$ cat config.mk
export PLATFORM = sky130hd
export DESIGN_NAME = load_store_unit
export DESIGN_NICKNAME = d
export VERILOG_FILES = /design/src/rtl/lsu_pkg.sv /design/src/rtl/lsu_lane.sv /design/src/rtl/load_store_unit.sv
export SDC_FILE = /design/constraint.sdc
export NUM_CORES = 1
export LEC_CHECK = 0
export CORE_MARGIN = 4
export CORE_UTILIZATION = 45
export CTS_CLUSTER_SIZE = 16
export DETAILED_ROUTE_END_ITERATION = 12
export MAX_ROUTING_LAYER = met4
export PLACE_DENSITY = 0.87
export SLEW_MARGIN = 20
export SYNTH_ARGS = -nofsm -noshare
export SYNTH_HDL_FRONTEND = slang
export SYNTH_SLANG_ARGS = --single-unit
$ cat constraint.sdc
create_clock -name clk -period 6 [get_ports clk]
set_input_delay 0.6 -clock clk [delete_from_list [all_inputs] [get_ports clk]]
set_output_delay 0.6 -clock clk [all_outputs]
set_load 0.005 [all_outputs]
$ cat src/rtl/lsu_pkg.sv
// Shared definitions for the load/store unit: access size encodings,
// FSM state type and the alignment predicate used by the optional
// ALIGN_CHECK_EN build.
package lsu_pkg;

    localparam logic [1:0] SIZE_BYTE = 2'h0;
    localparam logic [1:0] SIZE_HALF = 2'h1;
    localparam logic [1:0] SIZE_WORD = 2'h2;

    typedef enum logic [1:0] {
        ST_IDLE   = 2'd0,
        ST_ACCESS = 2'd1,
        ST_RESP   = 2'd2
    } lsu_state_e;

    // A half needs an even address; a word (size 2 or 3) needs addr[1:0] == 0.
    function automatic logic lsu_misaligned(input logic [1:0] size, input logic [1:0] lo);
        logic mis;
        case (size)
            SIZE_BYTE: mis = 1'b0;
            SIZE_HALF: mis = lo[0];
            default:   mis = (lo != 2'b00);
        endcase
        return mis;
    endfunction

endpackage

$ cat src/rtl/lsu_lane.sv
// Combinational lane logic: byte-enable generation and store data
// replication for the request being issued, plus lane selection and
// sign/zero extension for the load being completed.
module lsu_lane
    import lsu_pkg::*;
(
    input  logic [1:0]  st_size,
    input  logic [1:0]  st_lo,
    input  logic [31:0] st_wdata,
    input  logic [1:0]  ld_size,
    input  logic        ld_signed,
    input  logic [1:0]  ld_lo,
    input  logic [31:0] ld_raw,
    output logic [3:0]  be,
    output logic [31:0] wdata_steered,
    output logic [31:0] ld_data
);

    logic [7:0]  ld_byte_s;
    logic [15:0] ld_half_s;

    // Byte enables and replicated store data for the outgoing request.
    always_comb begin
        be            = 4'b1111;
        wdata_steered = st_wdata;
        case (st_size)
            SIZE_BYTE: begin
                be            = 4'b0001 << st_lo;
                wdata_steered = {4{st_wdata[7:0]}};
            end
            SIZE_HALF: begin
                be            = st_lo[1] ? 4'b1100 : 4'b0011;
                wdata_steered = {2{st_wdata[15:0]}};
            end
            default: begin
                be            = 4'b1111;
                wdata_steered = st_wdata;
            end
        endcase
    end

    // Pick the addressed lane of the returned word and extend it.
    always_comb begin
        case (ld_lo)
            2'd0:    ld_byte_s = ld_raw[7:0];
            2'd1:    ld_byte_s = ld_raw[15:8];
            2'd2:    ld_byte_s = ld_raw[23:16];
            default: ld_byte_s = ld_raw[31:24];
        endcase
        if (ld_lo[1]) begin
            ld_half_s = ld_raw[31:16];
        end else begin
            ld_half_s = ld_raw[15:0];
        end
        case (ld_size)
            SIZE_BYTE: ld_data = {{24{ld_signed & ld_byte_s[7]}}, ld_byte_s};
            SIZE_HALF: ld_data = {{16{ld_signed & ld_half_s[15]}}, ld_half_s};
            default:   ld_data = ld_raw;
        endcase
    end

endmodule

$ cat src/rtl/load_store_unit.sv
// Load/store unit: accepts a load or store request from the control path,
// performs one word-aligned bus access with byte enables, and returns
// extended load data with a one-cycle done pulse.
// Optional feature macro: ALIGN_CHECK_EN adds a fault output and rejects
// misaligned half/word requests without touching the bus.
module load_store_unit
    import lsu_pkg::*;
(
    input  logic        clk,
    input  logic        reset,
    input  logic        start,
    input  logic        MemW,
    input  logic [2:0]  memSelect,
    input  logic [31:0] addr,
    input  logic [31:0] wdata,
    output logic        busy,
    output logic        done,
    output logic [31:0] rdata,
    output logic        bus_req,
    output logic        bus_we,
    output logic [31:0] bus_addr,
    output logic [3:0]  bus_be,
    output logic [31:0] bus_wdata,
    input  logic        bus_ack,
    input  logic [31:0] bus_rdata
`ifdef ALIGN_CHECK_EN
    ,
    output logic        fault
`endif
);

    lsu_state_e  state_q, state_d;
    logic        bus_req_q, bus_req_d;
    logic        bus_we_q, bus_we_d;
    logic [31:0] bus_addr_q, bus_addr_d;
    logic [3:0]  bus_be_q, bus_be_d;
    logic [31:0] bus_wdata_q, bus_wdata_d;
    logic        done_q, done_d;
    logic [31:0] rdata_q, rdata_d;
    logic [2:0]  sel_q, sel_d;
    logic [1:0]  lo_q, lo_d;
`ifdef ALIGN_CHECK_EN
    logic        fault_q, fault_d;
`endif

    logic        misalign_s;
    logic [3:0]  lane_be_s;
    logic [31:0] lane_wdata_s;
    logic [31:0] lane_ld_s;

`ifdef ALIGN_CHECK_EN
    assign misalign_s = lsu_misaligned(memSelect[1:0], addr[1:0]);
`else
    assign misalign_s = 1'b0;
`endif

    lsu_lane u_lane (
        .st_size       (memSelect[1:0]),
        .st_lo         (addr[1:0]),
        .st_wdata      (wdata),
        .ld_size       (sel_q[1:0]),
        .ld_signed     (sel_q[2]),
        .ld_lo         (lo_q),
        .ld_raw        (bus_rdata),
        .be            (lane_be_s),
        .wdata_steered (lane_wdata_s),
        .ld_data       (lane_ld_s)
    );

    // FSM state register.
    always_ff @(posedge clk or posedge reset) begin
        if (reset) begin
            state_q <= ST_IDLE;
        end else begin
            state_q <= state_d;
        end
    end

    // Next-state logic; a rejected misaligned request jumps straight to RESP.
    always_comb begin
        state_d = state_q;
        case (state_q)
            ST_IDLE: begin
                if (start) begin
                    state_d = misalign_s ? ST_RESP : ST_ACCESS;
                end else begin
                    state_d = ST_IDLE;
                end
            end
            ST_ACCESS: begin
                if (bus_ack) begin
                    state_d = ST_RESP;
                end else begin
                    state_d = ST_ACCESS;
                end
            end
            ST_RESP: state_d = ST_IDLE;
            default: state_d = ST_IDLE;
        endcase
    end

    // Output/datapath next values: latch the request in IDLE, hold the bus
    // in ACCESS, capture load data on the ack cycle, drop done in RESP.
    always_comb begin
        bus_req_d   = bus_req_q;
        bus_we_d    = bus_we_q;
        bus_addr_d  = bus_addr_q;
        bus_be_d    = bus_be_q;
        bus_wdata_d = bus_wdata_q;
        done_d      = 1'b0;
        rdata_d     = rdata_q;
        sel_d       = sel_q;
        lo_d        = lo_q;
`ifdef ALIGN_CHECK_EN
        fault_d     = 1'b0;
`endif
        case (state_q)
            ST_IDLE: begin
                if (start) begin
                    sel_d = memSelect;
                    lo_d  = addr[1:0];
                    if (misalign_s) begin
                        done_d    = 1'b1;
                        bus_req_d = 1'b0;
`ifdef ALIGN_CHECK_EN
                        fault_d   = 1'b1;
`endif
                    end else begin
                        bus_req_d   = 1'b1;
                        bus_we_d    = MemW;
                        bus_addr_d  = {addr[31:2], 2'b00};
                        bus_be_d    = lane_be_s;
                        bus_wdata_d = lane_wdata_s;
                    end
                end else begin
                    bus_req_d = 1'b0;
                end
            end
            ST_ACCESS: begin
                if (bus_ack) begin
                    bus_req_d = 1'b0;
                    done_d    = 1'b1;
                    if (!bus_we_q) begin
                        rdata_d = lane_ld_s;
                    end else begin
                        rdata_d = rdata_q;
                    end
                end else begin
                    bus_req_d = 1'b1;
                end
            end
            ST_RESP: begin
                bus_req_d = 1'b0;
            end
            default: begin
                bus_req_d = 1'b0;
            end
        endcase
    end

    // Datapath and output registers.
    always_ff @(posedge clk or posedge reset) begin
        if (reset) begin
            bus_req_q   <= 1'b0;
            bus_we_q    <= 1'b0;
            bus_addr_q  <= 32'h0000_0000;
            bus_be_q    <= 4'b0000;
            bus_wdata_q <= 32'h0000_0000;
            done_q      <= 1'b0;
            rdata_q     <= 32'h0000_0000;
            sel_q       <= 3'b000;
            lo_q        <= 2'b00;
`ifdef ALIGN_CHECK_EN
            fault_q     <= 1'b0;
`endif
        end else begin
            bus_req_q   <= bus_req_d;
            bus_we_q    <= bus_we_d;
            bus_addr_q  <= bus_addr_d;
            bus_be_q    <= bus_be_d;
            bus_wdata_q <= bus_wdata_d;
            done_q      <= done_d;
            rdata_q     <= rdata_d;
            sel_q       <= sel_d;
            lo_q        <= lo_d;
`ifdef ALIGN_CHECK_EN
            fault_q     <= fault_d;
`endif
        end
    end

    assign busy      = (state_q != ST_IDLE);
    assign done      = done_q;
    assign rdata     = rdata_q;
    assign bus_req   = bus_req_q;
    assign bus_we    = bus_we_q;
    assign bus_addr  = bus_addr_q;
    assign bus_be    = bus_be_q;
    assign bus_wdata = bus_wdata_q;
`ifdef ALIGN_CHECK_EN
    assign fault     = fault_q;
`endif

endmodule

==> out/metrics.yaml <==
status:
  status: "completed"
timing:
  hold_viol: 0
  final.setup.tns_ns: 0
  finalClockSkew_ns: 0.0168
  setup_viol: 0
  max_freq_ghz: 0.421
  rsz0062_at_grt: "false"
  tightest_slew_ns: 1.02
  slew_viol_final: 0
  finalWorstSetupSlack_ns: 3.62
  fin_crit_ns: 2.38
  min_period_over_period: 0.396
  slew_headroom: 0.317
worst_hold_path:
  holdPathStages: 2
  hold_path_end: "bus_addr[9]$_DFFE_PP0P_"
  min_from: "bus_addr[9]$_DFFE_PP0P_"
  holdCritPathClass: "flop to flop"
die:
  die_area_sq_um: 12600
  rows: 37
  die_y_um: 112
  start_util: 0.468
  coreArea_sq_um: 10500
  io_pins: 208
  chipWidth_um: 112
synthesis:
  syn-cell-area_sq_um: 4890
  ys_seq_elements: 106
  synthCells: 532
  synthFlopType: "dfrtp_1"
  synth.distinct_cells: 39
  synth_edf_count: 0
  async_reset_ff_frac: 1.00
  synth_area_per_cell_sq_um: 9.20
  yosys_warnings: 0
  yosysSeqAreaShare: 0.542
setup_path:
  rr_endpoint: "rdata[24]$_DFFE_PP0P_"
  worstSetupStartpointType: "flop"
  critPathKind: "flop to flop"
  r2r_slack_ns: 3.62
  crit_path_max_fanout: 19
  cp-end-kind: "flop"
  cp.arrival_ns: 2.59
  crit_required_ns: 6.22
  reg2reg_depth: 4
  r2r-start: "lo_q[1]$_DFFE_PP0P_"
global_routing:
  antenna_found_initial: 0
  grt_pass1_vias: 4607
  overflow: 0
  grt_max_degree: 64
  track_usage: 0.245
  grt_pass1_wl_um: 23900
cts:
  cts_sinks: 106
  insertion_delay_ns: 0.37
  cts_root_buf: "clkbuf_8"
  h-tree-depth: 3
  cts_hold_repair.buffers: 0
  cts-resized-gates: 0
  cts_made_buffers: 9
  cts.path.max_buffers: 2
  postCtsSetupBuffers: 0
  clkSlewWorstSetupHoldPaths_ns: 0.10
  cts_tree: "done"
drt:
  routed_wirelength_um: 15000
  viasPerCell: 5.27
  drt_iter0_drc: 208
  wl_per_cell_um: 17.5
  drtAntennaViolNets: 0
  num_vias: 4513
  first_pass_iters: 4
  drc: 0
place:
  numPortBuffers: 205
  globalplace.congestion: 0.859
  dpl_cell_area_sq_um: 6990
  dp_hpwl_um: 11300
  pre_cts_ws_ns: 3.43
power_and_ir_drop:
  power.leakage_nw: 3.24
  ir_worst_vdd_v: 0.000213
  p_per_area_nw_per_um2: 361
final_layout:
  fin_area_sq_um: 7210
  nNetsFinal: 819
  antenna_cells: 0
  area.growth.synth_to_final_pct: 47.3
  final_util: 0.689
  layout-drive-gt1-share: 0.0611
  nFillCells: 811
run:
  drv_cap: 0
## state kept, by name (all words and copies together) (netlist names)
name,count
bus_wdata,32
rdata,32
bus_addr,30
bus_be,4
sel_q,3
lo_q,2
bus_we,1
done,1
state_q,1
## cells in the mapped netlist (all sizes together) (2+ instances only)
| cell type | n | area share |
|---|---|---|
| o221a | 6 | 0.014 |
| nand2b | 4 | 0.0051 |
| clkbuf | 27 | 0.021 |
| nand3 | 33 | 0.034 |
| a31oi | 3 | 0.0038 |
| nor3b | 2 | 0.0031 |
| and3b | 6 | 0.011 |
| mux2 | 8 | 0.018 |
| inv | 9 | 0.0069 |
| buf | 11 | 0.014 |
| nand2 | 177 | 0.14 |
| mux4 | 2 | 0.0092 |
| a21oi | 19 | 0.019 |
| dfrtp | 106 | 0.54 |
| nor3 | 7 | 0.0072 |
| nand3b | 7 | 0.011 |
| o21ai | 43 | 0.044 |
| nor2 | 17 | 0.014 |
| a211oi | 6 | 0.0092 |
| mux2i | 25 | 0.051 |
## layout by cell type, fill, tap and decap left out, drive strengths merged, types with 7 or more instances in the layout
cell	Yosys	layout
inv	9	11
nand2	177	177
mux2i	25	25
nand3	33	33
clkdlybuf4s50	0	205
nor2	17	17
mux2	8	8
nor3	7	7
o21ai	43	43
a21oi	19	19
clkbuf	27	9
nand3b	7	7
dfrtp	106	106
## worst max-delay path, stage by stage, from the launching register on
cell,delay (ns)
dfrtp_1,0.77
clkinv_1,0.47
mux4_2,0.39
nand3_1,0.44
nand3_1,0.16
## report_power, final
| group | switching (mW) | internal (mW) |
|---|---|---|
| Clock | 0.256 | 0.239 |
| Sequential | 0.182 | 0.946 |
| Combinational | 0.379 | 0.603 |
## area by class of cell
class	count	area, sq um	share of cell area
clock inverter	7	100	0.0139
multi-input combinational	379	2040	0.283
tap	136	170	0.0236
timing repair buffer	209	2080	0.289
clock buffer	9	124	0.0172
sequential	106	2650	0.368
inverter	10	40.0	0.00555
## through the flow
stage | cells | hold slack [ns] | power (mW)
2_1_floorplan | 533 | 0.470 | 1.48
3_3_place_gp | 840 | 0.457 | 2.09
3_5_place_dp | 840 | 0.465 | 2.13
4_1_cts | 856 | 0.487 | 2.63
5_1_grt | 856 | 0.513 | 2.77
6_report | 856 | 0.481 | 2.61
## logic make-up after synthesis
group | synth area share
mux | 0.0788
other cells | 0.000766
buf+inv | 0.0424
simple gates | 0.230
flops | 0.542
compound gates | 0.106
## worst max-delay path by stage
stage | start | endpoint | cells past startpoint
after global routing | lo_q[1]$_DFFE_PP0P_ | rdata[18]$_DFFE_PP0P_ | 4
after global placement | bus_ack | rdata[2]$_DFFE_PP0P_ | 4
after detailed placement | bus_ack | rdata[24]$_DFFE_PP0P_ | 6
final | lo_q[1]$_DFFE_PP0P_ | rdata[24]$_DFFE_PP0P_ | 4
after floorplan | reset | bus_addr[10]$_DFFE_PP0P_ | 1
after CTS | lo_q[1]$_DFFE_PP0P_ | rdata[24]$_DFFE_PP0P_ | 4
## layer usage
metal | track usage | part of all wire | routed length, um
met1 | 0.295 | 0.42 | 6230
met2 | 0.404 | 0.48 | 7110
met3 | 0.0819 | 0.097 | 1450
met4 | 0.0513 | 0.011 | 169
met5 | - | 0 | 0
(Power assumes the default switching activity.)
